==> src/rtl/alu_share_ctrl_pkg.sv <==
`default_nettype none
// ============================================================================
// Module   : alu_share_ctrl_pkg
// Purpose  : Shared constants and types for the ALU-sharing sequencer.
//            ALU op codes, default widths and the sequencer state encoding.
// Revision : 1.0 - initial release
// ============================================================================
package alu_share_ctrl_pkg;

  localparam int WIDTH_DEF = 32;
  localparam int OP_W_DEF  = 3;

  // ALU op codes understood by the external ALU (011/101 return zero)
  localparam logic [2:0] ALU_AND = 3'b000;
  localparam logic [2:0] ALU_OR  = 3'b001;
  localparam logic [2:0] ALU_ADD = 3'b010;
  localparam logic [2:0] ALU_NOT = 3'b100;
  localparam logic [2:0] ALU_SUB = 3'b110;
  localparam logic [2:0] ALU_SLT = 3'b111;

  typedef enum logic [1:0] {
    S_IDLE  = 2'd0,
    S_ISSUE = 2'd1,
    S_RESP  = 2'd2
  } state_t;

endpackage
`default_nettype wire

==> src/rtl/alu_share_ctrl_if.sv <==
`default_nettype none
// ============================================================================
// Module   : alu_share_ctrl_if
// Purpose  : Request, ALU and response signals of the ALU-sharing sequencer.
//            slave  = sequencer side, master = requesters/ALU/consumer side.
// Revision : 1.0 - initial release
// ============================================================================
interface alu_share_ctrl_if
  import alu_share_ctrl_pkg::*;
#(
  parameter int WIDTH = WIDTH_DEF,
  parameter int OP_W  = OP_W_DEF
);
  // Requester channel; requester i sits at [i*WIDTH +: WIDTH] / [i*OP_W +: OP_W]
  logic [1:0]         req_valid;
  logic [1:0]         req_ready;
  logic [2*WIDTH-1:0] req_num1;
  logic [2*WIDTH-1:0] req_num2;
  logic [2*OP_W-1:0]  req_op;
  // Shared combinational ALU
  logic [WIDTH-1:0]   alu_num1;
  logic [WIDTH-1:0]   alu_num2;
  logic [OP_W-1:0]    alu_op;
  logic [WIDTH-1:0]   alu_ans;
  logic               alu_zero;
  // Response channel
  logic               rsp_valid;
  logic               rsp_ready;
  logic               rsp_id;
  logic [WIDTH-1:0]   rsp_ans;
  logic               rsp_zero;

  modport slave (
    input  req_valid, req_num1, req_num2, req_op, alu_ans, alu_zero, rsp_ready,
    output req_ready, alu_num1, alu_num2, alu_op, rsp_valid, rsp_id, rsp_ans, rsp_zero
  );

  modport master (
    output req_valid, req_num1, req_num2, req_op, alu_ans, alu_zero, rsp_ready,
    input  req_ready, alu_num1, alu_num2, alu_op, rsp_valid, rsp_id, rsp_ans, rsp_zero
  );
endinterface
`default_nettype wire

==> src/rtl/alu_share_ctrl_arb.sv <==
`default_nettype none
// ============================================================================
// Module   : alu_rr_arb2
// Purpose  : Two-way grant logic. Round-robin by default; with
//            ALU_SHARE_PRIO_EN defined, fixed priority to requester 0 and no
//            pointer register.
// Revision : 1.0 - initial release
// ============================================================================
module alu_rr_arb2 (
`ifndef ALU_SHARE_PRIO_EN
  input  wire logic       clk,
  input  wire logic       rst_n,
`endif
  input  wire logic       en_i,     // grants only allowed while sequencer idle
  input  wire logic [1:0] req_i,
  output logic      [1:0] grant_o
);

`ifdef ALU_SHARE_PRIO_EN
  // Requester 0 wins every contention
  always_comb begin
    grant_o = 2'b00;
    if (en_i) begin
      grant_o[0] = req_i[0];
      grant_o[1] = req_i[1] & ~req_i[0];
    end
  end
`else
  logic ptr_q;
  logic ptr_d;

  // Pointer names the preferred requester; a lone requester wins regardless
  always_comb begin
    grant_o = 2'b00;
    ptr_d   = ptr_q;
    if (en_i) begin
      case (req_i)
        2'b01:   grant_o = 2'b01;
        2'b10:   grant_o = 2'b10;
        2'b11:   grant_o = ptr_q ? 2'b10 : 2'b01;
        default: grant_o = 2'b00;
      endcase
    end
    if (|grant_o) begin
      ptr_d = ~grant_o[1];
    end
  end

  // Pointer register
  always_ff @(posedge clk or negedge rst_n) begin
    if (!rst_n) begin
      ptr_q <= 1'b0;
    end else begin
      ptr_q <= ptr_d;
    end
  end
`endif

endmodule
`default_nettype wire

==> src/rtl/alu_share_ctrl.sv <==
`default_nettype none
// ============================================================================
// Module   : alu_share_ctrl
// Purpose  : Shares one external combinational ALU between two requesters.
//            IDLE grants one request, ISSUE drives the ALU from latched
//            operands for a full cycle, RESP holds the result until taken.
//            Build option ALU_SHARE_PRIO_EN selects fixed-priority grant.
// Revision : 1.0 - initial release
// ============================================================================
module alu_share_ctrl
  import alu_share_ctrl_pkg::*;
#(
  parameter int WIDTH = WIDTH_DEF,
  parameter int OP_W  = OP_W_DEF
) (
  input  wire logic        clk,
  input  wire logic        rst_n,
  alu_share_ctrl_if.slave  bus
);

  state_t           state_q, state_d;
  logic [WIDTH-1:0] num1_q,  num1_d;
  logic [WIDTH-1:0] num2_q,  num2_d;
  logic [OP_W-1:0]  op_q,    op_d;
  logic             id_q,    id_d;
  logic [WIDTH-1:0] ans_q,   ans_d;
  logic             zero_q,  zero_d;
  logic [1:0]       grant;
  logic             grant_en;

  // rst_n gates the grant so req_ready reads 0 while reset is asserted
  assign grant_en = (state_q == S_IDLE) && rst_n;

  alu_rr_arb2 u_arb (
`ifndef ALU_SHARE_PRIO_EN
    .clk     (clk),
    .rst_n   (rst_n),
`endif
    .en_i    (grant_en),
    .req_i   (bus.req_valid),
    .grant_o (grant)
  );

  // Next state, operand latch on grant, result capture at end of ISSUE
  always_comb begin
    state_d = state_q;
    num1_d  = num1_q;
    num2_d  = num2_q;
    op_d    = op_q;
    id_d    = id_q;
    ans_d   = ans_q;
    zero_d  = zero_q;
    case (state_q)
      S_IDLE: begin
        if (|grant) begin
          id_d    = grant[1];
          num1_d  = grant[1] ? bus.req_num1[WIDTH +: WIDTH] : bus.req_num1[0 +: WIDTH];
          num2_d  = grant[1] ? bus.req_num2[WIDTH +: WIDTH] : bus.req_num2[0 +: WIDTH];
          op_d    = grant[1] ? bus.req_op[OP_W +: OP_W]     : bus.req_op[0 +: OP_W];
          state_d = S_ISSUE;
        end
      end
      S_ISSUE: begin
        ans_d   = bus.alu_ans;
        // The ALU zero flag is only meaningful for subtraction
        zero_d  = (op_q == OP_W'(ALU_SUB)) && bus.alu_zero;
        state_d = S_RESP;
      end
      S_RESP: begin
        if (bus.rsp_ready) begin
          state_d = S_IDLE;
        end
      end
      default: state_d = S_IDLE;
    endcase
  end

  // State and datapath registers
  always_ff @(posedge clk or negedge rst_n) begin
    if (!rst_n) begin
      state_q <= S_IDLE;
      num1_q  <= '0;
      num2_q  <= '0;
      op_q    <= '0;
      id_q    <= 1'b0;
      ans_q   <= '0;
      zero_q  <= 1'b0;
    end else begin
      state_q <= state_d;
      num1_q  <= num1_d;
      num2_q  <= num2_d;
      op_q    <= op_d;
      id_q    <= id_d;
      ans_q   <= ans_d;
      zero_q  <= zero_d;
    end
  end

  // ALU inputs come straight from the latches, so they only move on a grant
  assign bus.req_ready = grant;
  assign bus.alu_num1  = num1_q;
  assign bus.alu_num2  = num2_q;
  assign bus.alu_op    = op_q;
  assign bus.rsp_valid = (state_q == S_RESP);
  assign bus.rsp_id    = id_q;
  assign bus.rsp_ans   = ans_q;
  assign bus.rsp_zero  = zero_q;

endmodule
`default_nettype wire
==> src/flat_wrapper.sv <==
// flat-port wrapper written by rule: the top's interface ports become plain ports
module alu_share_ctrl_flat import alu_share_ctrl_pkg::*;
#(
  parameter int WIDTH = WIDTH_DEF,
  parameter int OP_W  = OP_W_DEF
)
  (clk, rst_n, bus_req_valid, bus_req_num1, bus_req_num2, bus_req_op, bus_alu_ans, bus_alu_zero, bus_rsp_ready, bus_req_ready, bus_alu_num1, bus_alu_num2, bus_alu_op, bus_rsp_valid, bus_rsp_id, bus_rsp_ans, bus_rsp_zero);
  alu_share_ctrl_if #(.WIDTH(WIDTH), .OP_W(OP_W)) bus_i ();
  input  wire logic clk;
  input  wire logic rst_n;
  input wire logic [$bits(bus_i.req_valid)-1:0] bus_req_valid;
  input wire logic [$bits(bus_i.req_num1)-1:0] bus_req_num1;
  input wire logic [$bits(bus_i.req_num2)-1:0] bus_req_num2;
  input wire logic [$bits(bus_i.req_op)-1:0] bus_req_op;
  input wire logic [$bits(bus_i.alu_ans)-1:0] bus_alu_ans;
  input wire logic [$bits(bus_i.alu_zero)-1:0] bus_alu_zero;
  input wire logic [$bits(bus_i.rsp_ready)-1:0] bus_rsp_ready;
  output wire logic [$bits(bus_i.req_ready)-1:0] bus_req_ready;
  output wire logic [$bits(bus_i.alu_num1)-1:0] bus_alu_num1;
  output wire logic [$bits(bus_i.alu_num2)-1:0] bus_alu_num2;
  output wire logic [$bits(bus_i.alu_op)-1:0] bus_alu_op;
  output wire logic [$bits(bus_i.rsp_valid)-1:0] bus_rsp_valid;
  output wire logic [$bits(bus_i.rsp_id)-1:0] bus_rsp_id;
  output wire logic [$bits(bus_i.rsp_ans)-1:0] bus_rsp_ans;
  output wire logic [$bits(bus_i.rsp_zero)-1:0] bus_rsp_zero;
  assign bus_i.req_valid = bus_req_valid;
  assign bus_i.req_num1 = bus_req_num1;
  assign bus_i.req_num2 = bus_req_num2;
  assign bus_i.req_op = bus_req_op;
  assign bus_i.alu_ans = bus_alu_ans;
  assign bus_i.alu_zero = bus_alu_zero;
  assign bus_i.rsp_ready = bus_rsp_ready;
  assign bus_req_ready = bus_i.req_ready;
  assign bus_alu_num1 = bus_i.alu_num1;
  assign bus_alu_num2 = bus_i.alu_num2;
  assign bus_alu_op = bus_i.alu_op;
  assign bus_rsp_valid = bus_i.rsp_valid;
  assign bus_rsp_id = bus_i.rsp_id;
  assign bus_rsp_ans = bus_i.rsp_ans;
  assign bus_rsp_zero = bus_i.rsp_zero;
  alu_share_ctrl #(.WIDTH(WIDTH), .OP_W(OP_W)) u_core (.clk(clk), .rst_n(rst_n), .bus(bus_i));
endmodule
==> config.mk <==
export PLATFORM = sky130hd
export DESIGN_NAME = alu_share_ctrl_flat
export DESIGN_NICKNAME = d
export VERILOG_FILES = /design/src/rtl/alu_share_ctrl_pkg.sv /design/src/rtl/alu_share_ctrl_if.sv /design/src/rtl/alu_share_ctrl_arb.sv /design/src/rtl/alu_share_ctrl.sv /design/src/flat_wrapper.sv
export SDC_FILE = /design/constraint.sdc
export NUM_CORES = 1
export LEC_CHECK = 0
export ABC_AREA = 1
export ABC_CLOCK_PERIOD_IN_PS = 1800
export BUFFER_PORTS_ARGS = -buffer_cell sky130_fd_sc_hd__buf_2
export CORE_MARGIN = 2
export CORE_UTILIZATION = 44
export DETAILED_ROUTE_END_ITERATION = 8
export HOLD_SLACK_MARGIN = 0.08
export PLACE_DENSITY = 0.87
export SETUP_SLACK_MARGIN = 0.2
export SLEW_MARGIN = 15
export SYNTH_ARGS = -nofsm -noshare
export SYNTH_HDL_FRONTEND = slang
export SYNTH_HIERARCHICAL = 1
export SYNTH_SLANG_ARGS = --single-unit
==> constraint.sdc <==
create_clock -name clk -period 1.8 [get_ports clk]
set_input_delay 0.36 -clock clk [delete_from_list [all_inputs] [get_ports clk]]
set_output_delay 0.36 -clock clk [all_outputs]
set_load 0.01 [all_outputs]
After elaboration in Yosys (flattened, before gate mapping)
Index checks and enable logic that the tools add are counted.

storage, ports and cells
  flip-flop bits (word level) = 104
  word-level logic and storage cells = 32

cells by class
  equal/unequal tests = 8
  multiplexer cells = 9
  bitwise gates (word level) = 1
  reductions and logical operators = 6

operator list
  cell                                                  number
  2-to-1 mux 32 bit                                     2
  case mux 2 bit (3 select lines)                       2
  2-to-1 mux 2 bit                                      4
  equality test 2 bit (second input constant)           3
  equality test 2 x 1 -> 1 bit (second input constant)  2
  != test 2 bit (second input constant)                 2
  AND reduction 2 bit                                   2
  equality test 3 bit (second input constant)           1
  2-to-1 mux 3 bit                                      1
  logical AND 1 bit                                     2
  logical NOT 2 bit                                     1
  OR reduction 2 bit                                    1
  NOT 1 bit                                             1

Depth between registers and ports, before layout
  depth in word-level cells = 6
  gate-level depth with buffers = 14

Hierarchy
The synthesis kept the hierarchy.

modules (own cells, without submodules)
  module          times used  cells an instance  area an instance (um2)  sequential area each (um2)
  alu_share_ctrl  1           662                4,788.3                 2,577.5
  alu_rr_arb2     1           11                 63.8                    25.0

Worst setup path before layout
No wires, ideal clock.

  kind = register -> register
  start = register u_core.state_q[1]
  end = register u_core.num1_q[0] (netlist: u_core/bus.alu_num1[0])
  library setup time = 0.116 ns
  arrival time = 1.726 ns
  data required time = 1.684 ns
  path slack = -0.042 ns
  stages on the path, launching flop included = 14
  path buffers = 3
  cell sequence = dfrtp_1 inv_1 nand2_1 nor2_1 nand2_1 a21oi_1 buf_2 inv_2 buf_4 buf_4 nand2_1 nand2_1 nand2_1 nand2_1

on the way
  word-level cells in the longest chain between the ends = 5
  elaborated cells between the ends (all ways) = 6

ends and longest elaborated chain
  what                                  line                      text
  from (decl)                           alu_share_ctrl.sv:21      state_t state_q, state_d;
  from (signal assigned)                alu_share_ctrl.sv:89      state_q <= state_d;
  logical NOT 2 bit *                   alu_share_ctrl.sv:32      assign grant_en = (state_q == S_IDLE) && rst_n;
  logical AND 1 bit *                   alu_share_ctrl.sv:32
  named net u_core.grant_en             alu_share_ctrl.sv:29      logic grant_en;
  2-to-1 mux 2 bit *                    alu_share_ctrl_arb.sv:36  if (en_i) begin
  named net bus_req_ready[1]            flat_wrapper.sv:18        output wire logic [$bits(bus_i.req_ready)-1:0] bus_req_ready;
  OR reduction 2 bit                    alu_share_ctrl.sv:55      if (|grant) begin
  AND reduction 2 bit (no source line)  --
  to (signal assigned)                  alu_share_ctrl.sv:90      num1_q <= num1_d;
  to (decl)                             alu_share_ctrl.sv:22      logic [WIDTH-1:0] num1_q, num1_d;

Mark *: on every way through the listed nets, which the timed path passes. The rest lies on a longest branch.
A chain may end at the register's enable or synchronous reset.

Worst setup path in the final report
  start = register u_core.state_q[0]
  end = output bus_req_ready[1]

on the way
  word-level cells in the longest chain between the ends = 3

ends and longest elaborated chain
  what                       line
  logical NOT 2 bit          alu_share_ctrl.sv:32
  logical AND 1 bit          alu_share_ctrl.sv:32
  named net u_core.grant_en  alu_share_ctrl.sv:29
  2-to-1 mux 2 bit           alu_share_ctrl_arb.sv:36
  to (decl)                  flat_wrapper.sv:18

The timed path passes the listed nets, and every way through them passes these cells.

==> run metrics <==
GP Congestion 0.908; Finished Layout Cells 1105; Worst Setup End Kind output port; Leakage 4.35 nW; I/O pin cnt 276; Initial Utilization 45.0%; Placed Instance Area 6360 sq um; initial antenna violation count 0; Final setup viols 4; cts bufs inserted 9; failing checks setup timing; Netlist cell types 15; Slew HR 52.4%; post-synth top area cell dfrtp_1; DIE HEIGHT 109 microns; final worst slack -56.6 ps; hold crit path type in2async; FF+latch count, synth 104; max-cap violations 0; minimum clock period after layout 1860 ps; total power 10.8 mW; Crit Path Category reg2out; clock tree sinks 104; Startpoint Class flop; ys async rst share 100%; vias in the first global route 4728; antenna cells 0; Synth area leaders dfrtp_1 54%, nand2_1 40%, buf_2 2.4%; status finished with violations; Iter 0 DRT Violations 261; total track usage 23.9%; Slew @ Worst Pin 714 ps; count of flip-flops with a built-in enable after synthesis 0; Post-Syn Nets 845; post-layout utilization of the core 64.6%; CTS tree built; setup tns final -70.4 ps; I/O Buffers 275; # DRC 0; Cells after Synth 673; Synth Cell Area 4850 sq um; FILL cells 982; global-route wire length before repair 22.0 mm; Vias/cell 4.64; Pre-antenna DRT Iters 5; Crit path largest cell delay 410 ps; Finished Cell Area 6970 sq um; Worst-Skew Late Latency 370 ps; Post-Place Setup Slack 43.8 ps; top-count cell post-synth nand2_1; register area share after synthesis 53.6%; number of cell rows 38; Hold Vio Cnt, Final 0; Slew Viols, Final 0; share of cells above drive strength 1 35.6%; fmax 539 MHz; Fin Hold WS 134 ps; unrepaired setup endpoints after global routing true; Most used DFF post-synth dfrtp_1; top cells by count, synth 512 x nand2_1, 104 x dfrtp_1, 23 x buf_2; routed wire length 14.8 mm; Post-CTS Hold Buffers 0; pwr dens 1550 nW/um^2; drt wl/cell 13.4 microns; grt total ovfl 0; H-tree Lvls 3; VDD IR max 767 uV; post-route ant nets 0; CP Cell Sequence inv_2, nand2_4, nor2_4, nand2_4, a21oi_4, buf_6, buf_6; fin crit share 103%; maximum fanout along the worst path 2; placed insts 1064; clock root buffer clkbuf_8; CTS clk-pin slew, worst paths 100 ps; deepest clock path buffer count 2; die area 11900 sq um; Worst EP required 1440 ps; largest net degree at the start of global routing 59; Setup Skew 11.1 ps; die width 109 microns; average cell area after synthesis 7.21 sq um; Worst EP arrival 1500 ps; Final #Nets 1132; Core Region 10800 sq um; dpl hpwl 9.61 mm; Yosys top cell area share 53.6%; area grow syn2layout 43.7%; warnings from Yosys 6; slowest CP cell dfrtp_1; Vias 5129
-- cell type report --
| cell class | instances | area (sq um) | share of cell area, % |
|---|---|---|---|
| clock buffers | 9 | 124 | 1.78 |
| clock inverters | 7 | 86.3 | 1.24 |
| inverters | 11 | 43.8 | 0.628 |
| multi-input cells | 523 | 2040 | 29.3 |
| flip-flops and latches | 104 | 2600 | 37.3 |
| well taps | 140 | 175 | 2.51 |
| repair buffers | 311 | 1900 | 27.2 |
-- report_power, final --
part           leakage (nW)  total [mW]  switching [mW]  internal [mW]
Combinational          2.95        5.28            3.05           2.23
Sequential             1.30        4.02           0.582           3.44
Clock                 0.104        1.52           0.842          0.675
Total                  4.35        10.8            4.48           6.34
-- flip-flops by register name (all words and copies together), names as in the netlist --
signal	count
u_core/bus.alu_op	3
u_core/bus.alu_num2	32
u_core/u_arb/ptr_q	1
u_core/bus.rsp_id	1
u_core/bus.alu_num1	32
u_core/bus.rsp_ans	32
u_core/state_q	2
u_core/bus.rsp_zero	1
-- critical path: cells and delay by family, from the launching register on --
| kind | cells | cell delay, ps |
|---|---|---|
| AO/OA/AOI/OAI | 1 | 150 |
| buffers and inverters | 3 | 310 |
| flip-flops | 1 | 410 |
| AND/OR/NAND/NOR | 3 | 260 |
-- repair_timing --
action | in CTS | in global routing
gates cloned | 2 | 7
buffers inserted | 16 | 0
pin swaps | 5 | 1
gates resized for setup | 13 | 7
setup endpoints to repair | 71 | 73
-- worst paths after layout --
path,startpoint,to,slack (ps),cells past startpoint
worst max-delay path,u_core/state_q[0],bus_req_ready[1],-60,7
min in group clk,bus_rsp_ready,u_core/state_q[1],190,2
worst max register to register,u_core/state_q[0],u_core/bus.alu_num1[16],-10,12
worst min-delay path,rst_n,u_core/u_arb/ptr_q,130,2
max in group asynchronous,rst_n,u_core/bus.alu_num1[7],610,3
worst min register to register,u_core/bus.rsp_ans[25],u_core/bus.rsp_ans[25],470,2
-- routing by layer --
metal | global-route usage (%) | vias up | routed length, microns
met5 | 0 | - | 0
met4 | 8.06 | 0 | 285
met3 | 6.10 | 24 | 960
met2 | 41.7 | 203 | 7590
met1 | 28.7 | 2337 | 6020
li1 | - | 2565 | -
-- kinds of logic (layout without fill, tap and decap cells) --
kind of cell    after synthesis  in the layout  share of synthesized area [%]
buf+inv                      46            338                           5.47
flops                       104            104                           53.6
compound gates                2              2                          0.206
simple gates                521            521                           40.7
-- cell usage in the layout (no fill, tap or decap), drive strengths merged --
cell,instances
nand2,513
buf,305
dfrtp,104
inv,15
clkbuf,13
nor2,7
bufbuf,2
clkinvlp,1
bufinv,1
clkinv,1
o21ai,1
nand3b,1
a21oi,1
Note: power is estimated with default switching activity, not from simulation.
